===== src/rtl/bist_pkg.sv =====
// Shared types and per-element constant tables for the March C- BIST sequencer.
package bist_pkg;

  typedef enum logic [1:0] {IDLE, RUN, DRAIN, DONE} bist_state_e;
  typedef enum logic [2:0] {E0, E1, E2, E3, E4, E5} march_elem_e;

  localparam int NUM_ELEMS = 6;

  // Indexed by march_elem_e; bits above NUM_ELEMS-1 are padding for the 3-bit index.
  localparam logic [7:0] ELEM_DOWN    = 8'b0001_1000;
  localparam logic [7:0] ELEM_TWO_OPS = 8'b0001_1110;
  localparam logic [7:0] ELEM_RD_POL  = 8'b0001_0100;
  localparam logic [7:0] ELEM_WR_POL  = 8'b0000_1010;

endpackage


===== src/rtl/bist_addr_cnt.sv =====
// ADDR_W-bit up/down address counter with load-to-first-address and terminal flag.
module bist_addr_cnt
  import bist_pkg::*;
#(
  parameter int ADDR_W = 8
) (
  input  logic              clk,
  input  logic              rst_n,
  input  logic              load,
  input  logic              load_down,
  input  logic              step,
  input  logic              down,
  output logic [ADDR_W-1:0] addr,
  output logic              last
);

  logic [ADDR_W-1:0] addr_q, addr_d;

  always_comb begin
    addr_d = addr_q;
    if (load) begin
      addr_d = load_down ? '1 : '0;
    end else if (step) begin
      addr_d = down ? (addr_q - ADDR_W'(1)) : (addr_q + ADDR_W'(1));
    end
  end

  always_ff @(posedge clk) begin
    if (!rst_n) begin
      addr_q <= '0;
    end else begin
      addr_q <= addr_d;
    end
  end

  assign addr = addr_q;
  assign last = down ? (addr_q == '0) : (addr_q == '1);

endmodule


===== src/rtl/bist_march_seq.sv =====
// March C- BIST sequencer for a single-port SRAM with RD_LAT-deep read compare pipe.
// Optional first-fail capture (fail_addr/fail_elem) enabled by macro BIST_FAIL_LOG_EN.
module bist_march_seq
  import bist_pkg::*;
#(
  parameter int                ADDR_W     = 8,
  parameter int                DATA_W     = 4,
  parameter int                RD_LAT     = 1,
  parameter logic [DATA_W-1:0] BG_PATTERN = '0
) (
  input  logic              clk,
  input  logic              rst_n,
  input  logic              start,
  output logic              busy,
  output logic              done,
  output logic              pass,
  output logic              fail,
  output logic [ADDR_W-1:0] mem_addr,
  output logic              mem_we,
  output logic              mem_re,
  output logic [DATA_W-1:0] mem_wdata,
  input  logic [DATA_W-1:0] mem_rdata
`ifdef BIST_FAIL_LOG_EN
  ,
  output logic [ADDR_W-1:0] fail_addr,
  output logic [2:0]        fail_elem
`endif
);

  function automatic logic [DATA_W-1:0] pattern(input logic pol);
    return pol ? ~BG_PATTERN : BG_PATTERN;
  endfunction

  bist_state_e state_q, state_d;
  march_elem_e elem_q, elem_d, elem_nxt;
  logic        phase_q, phase_d;
  logic [1:0]  drain_q, drain_d;
  logic        fail_q, fail_d;

  logic [RD_LAT-1:0]             pipe_vld_q, pipe_vld_d;
  logic [RD_LAT-1:0][DATA_W-1:0] pipe_exp_q, pipe_exp_d;

  logic              cnt_load, cnt_load_down, cnt_step, cnt_last;
  logic [ADDR_W-1:0] cnt_addr;
  logic              two_ops, op_rd, run, mismatch;

  bist_addr_cnt #(.ADDR_W(ADDR_W)) u_addr_cnt (
    .clk      (clk),
    .rst_n    (rst_n),
    .load     (cnt_load),
    .load_down(cnt_load_down),
    .step     (cnt_step),
    .down     (ELEM_DOWN[elem_q]),
    .addr     (cnt_addr),
    .last     (cnt_last)
  );

  assign run     = (state_q == RUN);
  assign two_ops = ELEM_TWO_OPS[elem_q];
  // Two-op elements read in phase 0; of the single-op elements only E5 reads.
  assign op_rd   = two_ops ? ~phase_q : (elem_q == E5);

  assign mem_re    = run & op_rd;
  assign mem_we    = run & ~op_rd;
  assign mem_addr  = run ? cnt_addr : '0;
  assign mem_wdata = mem_we ? pattern(ELEM_WR_POL[elem_q]) : '0;

  assign mismatch = pipe_vld_q[RD_LAT-1] && (mem_rdata != pipe_exp_q[RD_LAT-1]);

  assign busy = (state_q == RUN) || (state_q == DRAIN);
  assign done = (state_q == DONE);
  assign fail = fail_q;
  assign pass = done & ~fail_q;

  always_comb begin
    state_d       = state_q;
    elem_d        = elem_q;
    phase_d       = phase_q;
    drain_d       = drain_q;
    fail_d        = fail_q | mismatch;
    cnt_load      = 1'b0;
    cnt_load_down = 1'b0;
    cnt_step      = 1'b0;
    elem_nxt      = march_elem_e'(elem_q + 3'd1);
    case (state_q)
      IDLE, DONE: begin
        if (start) begin
          state_d  = RUN;
          elem_d   = E0;
          phase_d  = 1'b0;
          cnt_load = 1'b1;
          fail_d   = 1'b0;
        end
      end
      RUN: begin
        if (two_ops && !phase_q) begin
          phase_d = 1'b1;
        end else begin
          phase_d = 1'b0;
          if (!cnt_last) begin
            cnt_step = 1'b1;
          end else if (elem_q == E5) begin
            state_d = DRAIN;
            drain_d = '0;
          end else begin
            // Next element starts at its own first address with no gap cycle.
            elem_d        = elem_nxt;
            cnt_load      = 1'b1;
            cnt_load_down = ELEM_DOWN[elem_nxt];
          end
        end
      end
      DRAIN: begin
        drain_d = drain_q + 2'd1;
        if (drain_q == 2'(RD_LAT - 1)) state_d = DONE;
      end
      default: state_d = IDLE;
    endcase
  end

  always_comb begin
    pipe_vld_d    = pipe_vld_q;
    pipe_exp_d    = pipe_exp_q;
    pipe_vld_d[0] = mem_re;
    pipe_exp_d[0] = pattern(ELEM_RD_POL[elem_q]);
    for (int i = 1; i < RD_LAT; i++) begin
      pipe_vld_d[i] = pipe_vld_q[i-1];
      pipe_exp_d[i] = pipe_exp_q[i-1];
    end
  end

  always_ff @(posedge clk) begin
    if (!rst_n) begin
      state_q    <= IDLE;
      elem_q     <= E0;
      phase_q    <= 1'b0;
      drain_q    <= '0;
      fail_q     <= 1'b0;
      pipe_vld_q <= '0;
    end else begin
      state_q    <= state_d;
      elem_q     <= elem_d;
      phase_q    <= phase_d;
      drain_q    <= drain_d;
      fail_q     <= fail_d;
      pipe_vld_q <= pipe_vld_d;
    end
  end

  // Compare pipe data carries no reset; the valid bits qualify it.
  always_ff @(posedge clk) begin
    pipe_exp_q <= pipe_exp_d;
  end

`ifdef BIST_FAIL_LOG_EN
  logic [RD_LAT-1:0][ADDR_W-1:0] pipe_addr_q, pipe_addr_d;
  logic [RD_LAT-1:0][2:0]        pipe_elem_q, pipe_elem_d;
  logic [ADDR_W-1:0]             fail_addr_q, fail_addr_d;
  logic [2:0]                    fail_elem_q, fail_elem_d;

  always_comb begin
    pipe_addr_d    = pipe_addr_q;
    pipe_elem_d    = pipe_elem_q;
    pipe_addr_d[0] = cnt_addr;
    pipe_elem_d[0] = elem_q;
    for (int i = 1; i < RD_LAT; i++) begin
      pipe_addr_d[i] = pipe_addr_q[i-1];
      pipe_elem_d[i] = pipe_elem_q[i-1];
    end
    fail_addr_d = fail_addr_q;
    fail_elem_d = fail_elem_q;
    if ((state_q == IDLE || state_q == DONE) && start) begin
      fail_addr_d = '0;
      fail_elem_d = '0;
    end else if (mismatch && !fail_q) begin
      fail_addr_d = pipe_addr_q[RD_LAT-1];
      fail_elem_d = pipe_elem_q[RD_LAT-1];
    end
  end

  always_ff @(posedge clk) begin
    if (!rst_n) begin
      fail_addr_q <= '0;
      fail_elem_q <= '0;
    end else begin
      fail_addr_q <= fail_addr_d;
      fail_elem_q <= fail_elem_d;
    end
  end

  always_ff @(posedge clk) begin
    pipe_addr_q <= pipe_addr_d;
    pipe_elem_q <= pipe_elem_d;
  end

  assign fail_addr = fail_addr_q;
  assign fail_elem = fail_elem_q;
`endif

endmodule


===== config.mk =====
export PLATFORM = sky130hd
export DESIGN_NAME = bist_march_seq
export DESIGN_NICKNAME = d
export VERILOG_FILES = /design/src/rtl/bist_pkg.sv /design/src/rtl/bist_addr_cnt.sv /design/src/rtl/bist_march_seq.sv
export SDC_FILE = /design/constraint.sdc
export NUM_CORES = 1
export LEC_CHECK = 0
export CAP_MARGIN = 0
export CORE_ASPECT_RATIO = 1.1
export CORE_MARGIN = 8
export CORE_UTILIZATION = 30
export CTS_BUF_LIST = sky130_fd_sc_hd__clkbuf_8
export DETAILED_ROUTE_END_ITERATION = 16
export DONT_BUFFER_PORTS = 1
export PLACE_DENSITY = 0.55
export SLEW_MARGIN = 10
export SYNTH_ARGS = -nofsm -noshare
export SYNTH_HDL_FRONTEND = slang
export SYNTH_SLANG_ARGS = --single-unit

===== constraint.sdc =====
create_clock -name clk -period 4.4 [get_ports clk]
set_clock_uncertainty 0.2 [all_clocks]
set_input_delay 0.44 -clock clk [delete_from_list [all_inputs] [get_ports clk]]
set_output_delay 0.44 -clock clk [all_outputs]
set_load 0.03 [all_outputs]

==> metrics.md <==
| Metric | Value |
|---|---|
| Worst Setup Path Type | `reg2out` |
| Post-CTS Setup Inserts | `0` |
| Pint | `523 uW` |
| Seq pwr share | `30.4%` |
| Top post-synthesis cells by area | `dfxtp_1 27%, ha_1 10%, a21oi_1 4.1%` |
| Mapped Area | `1700 sq um` |
| Max IR drop VDD | `0.172 mV` |
| Switch Pwr | `512 uW` |
| Die Span Y | `95.0 um` |
| Req. time, crit path | `3.76 ns` |
| Vias in the first global route | `1432` |
| Fmax | `291 MHz` |
| Drt pass-1 iters | `4` |
| Worst-Skew Late Latency | `0.27 ns` |
| Crit-path cells | `inv_1 > ha_1 > clkinv_1 > nor2_1 > and2_1 > buf_4` |
| Hold_sp | `rst_n` |
| Cell row count | `28` |
| FF+latch count, synth | `23` |
| Initial core utilization | `31.3%` |
| Final HPWL DP | `3080 um` |
| Die Wd | `87.8 um` |
| Gr ovfl total | `0` |
| Avg WL per Cell | `14.3 um` |
| R2R setup slack | `1.24 ns` |
| Clock Sinks | `23` |
| Fin. Hold Viols | `0` |
| Pwr Density | `573 nW/um^2` |
| Fin crit period | `3.43 ns` |
| Antenna violations before repair | `0` |
| Register area share after synthesis | `27.1%` |
| Commonest non-fill, non-tap cell in the layout | `dfxtp_1` |
| Clock power share | `13.3%` |
| Status | `completed` |
| Hold Path Class | `in2reg` |
| H-tree lvl count | `1` |
| Routability cong. | `0.776` |
| Root buffer cell | `clkbuf_8` |
| Io pins | `25` |
| Post-synth EDFFs | `0` |
| Post-route DRC | `0` |
| WHS Endpoint | `u_addr_cnt.addr[1]$_SDFFE_PN0P_` |
| Top cell type's share of synthesized area | `27.1%` |
| Routed vias/inst | `5.13` |
| Max clock buf depth | `2` |
| Actual slew at the worst max-slew pin | `0.851 ns` |
| TritonCTS buffer count | `3` |
| Leakage dissipation | `0.746 nW` |
| Crit Path Max Fanout | `18` |
| Overall routing resource usage | `10.3%` |
| Mapped Nets | `229` |
| Max-slew violation count | `0` |
| R2R Path Start | `state_q[1]$_SDFFE_PN0P_` |
| Core ar. | `5430 sq um` |
| DRT antenna net count | `0` |
| Via Count | `1432` |
| FF-to-FF End | `u_addr_cnt.addr[1]$_SDFFE_PN0P_` |
| Detailed router's first-iteration violation count | `66` |
| RSZ-0062 raised after global routing | `no` |
| Most frequent cells in the layout | `23 x dfxtp_1, 17 x inv_1, 14 x nor2_1, 14 x a21oi_1, 14 x ha_1` |
| ANT cells | `0` |
| Drt total wl | `3990 um` |
| Maxcap violations | `0` |
| Layout area overhead | `6.11%` |
| Critical Path End Type | `output pin` |
| Switching share of power | `49.5%` |
| Worst r2r path cells | `8` |
| Slew HR | `41.8%` |
| Slowest stage cell, crit path | `nor2_1` |
| Post-cts sizing count | `0` |
| Largest net degree at the start of global routing | `19` |
| Most used DFF post-synth | `dfxtp_1` |
| Synth cell types | `49` |
| Finished Cell Area | `1800 sq um` |
| Synth warn | `0` |
| Critical path's largest stage delay | `0.59 ns` |
| Mapped Cells | `207` |
| Critical Path AT | `2.79 ns` |
| Cts-stage hold buffer count | `0` |
| CTS tree | `done` |
| Synth area leader | `dfxtp_1` |
| Area after DPL | `1760 sq um` |
| Hold Path Cell Cnt | `1` |
| Asr flop ratio synth | `0%` |
| IO buf count | `0` |
| Clock Pin Slew Worst Setup and Hold Paths | `0.09 ns` |
| Gate power share | `56.3%` |
| Die Area | `8340 sq um` |
| Final period util | `78.1%` |
| Global-route wire length before repair | `6820 um` |
| Worst setup SP type | `flip-flop` |
| # setup viols final | `0` |
| Mean Syn Cell Area | `8.21 sq um` |
| Final nets | `227` |
| Layout cell share with drive strength beyond 1 | `6.37%` |
| Final TNS setup | `0 ns` |
==> worst max path at each step <==
| stage | cells past startpoint | from | endpoint | slack (ns) |
|---|---|---|---|---|
| final | 6 | state_q[1]$_SDFFE_PN0P_ | mem_wdata[0] | 0.97 |
| after global routing | 6 | state_q[1]$_SDFFE_PN0P_ | mem_wdata[2] | 0.66 |
| after CTS | 6 | state_q[1]$_SDFFE_PN0P_ | mem_wdata[0] | 0.95 |
| after detailed placement | 6 | state_q[1]$_SDFFE_PN0P_ | mem_wdata[0] | 1.26 |
| after global placement | 5 | state_q[0]$_SDFFE_PN0P_ | mem_wdata[3] | 1.33 |
| after floorplan | 6 | state_q[0]$_SDFFE_PN0P_ | mem_wdata[1] | 1.74 |
==> synthesized netlist by cell type, types with 4 or more instances <==
master    count
ha_1         14
a21oi_1      14
nand2b_1      9
o21ai_0       6
dfxtp_1      23
nor2b_1       6
xor2_1        5
nand3_1       7
nand2_1       8
and2_1       10
nor3_1        6
o21ai_1       5
inv_1        17
and3_1        4
nor2_1       14
o211a_1       6
nand4_1       4
a21o_1        4
==> critical path, delay by kind of cell, from the launching register on <==
kind	cells	cell delay, ns
adder cells (fa/ha/maj)	1	0.53
buffers and inverters	3	0.85
AND/OR/NAND/NOR	2	0.80
flip-flops	1	0.34
==> stage by stage <==
stage / power, mW / instances / util [%] / setup slack (ns) / hold slack [ns]
detailed placement: 0.907 / 275 / 32.4 / 1.26 / 0.124
global route: 1.13 / 279 / 33.2 / 0.657 / 0.0860
finish: 1.03 / 279 / 33.2 / 0.965 / 0.0934
CTS: 1.05 / 279 / 33.2 / 0.946 / 0.0825
global placement: 0.892 / 275 / 32.4 / 1.33 / 0.111
floorplan: 0.786 / 207 / - / 1.74 / 0.110
==> cells by family after synthesis <==
kind of cell	synth area share, %
muxes	2.43
adders and majority gates	11.5
and+or+nand+nor	25.1
buffers and inverters	6.55
AOI/OAI and AO/OA	24.3
DFF	27.1
xor gates and xnor gates	3.09
==> layout make-up <==
cell class	instances	area, sq um
clock buffers	3	41.3
flip-flops and latches	23	460
clock inverters	1	5.00
well taps	75	93.8
fillers	576	3630
repair buffers	1	7.51
inverters	18	67.6
multi-input cells	158	1130
==> flip-flops by register name (all words and copies together), names as in the netlist, 2 cells and up, named ones only <==
register,flops
elem_q,3
u_addr_cnt.addr,8
state_q,2
drain_q,2
==> power groups by stage <==
stage               clock [mW]  combinational [mW]  sequential (mW)
floorplan                    0               0.485            0.302
global placement             0               0.575            0.317
detailed placement           0               0.587            0.320
CTS                      0.145               0.590            0.314
global route             0.150               0.656            0.327
finish                   0.138               0.582            0.314
==> routing by layer <==
| metal | GRT usage (%) | vias up | share of wire (%) |
|---|---|---|---|
| li1 | - | 738 | - |
| met1 | 12.0 | 662 | 45 |
| met2 | 17.3 | 30 | 47 |
| met3 | 3.74 | 2 | 7.9 |
| met4 | 2.30 | 0 | 0.48 |
| met5 | 0 | - | 0 |
Power figures use the tool's default switching activity.
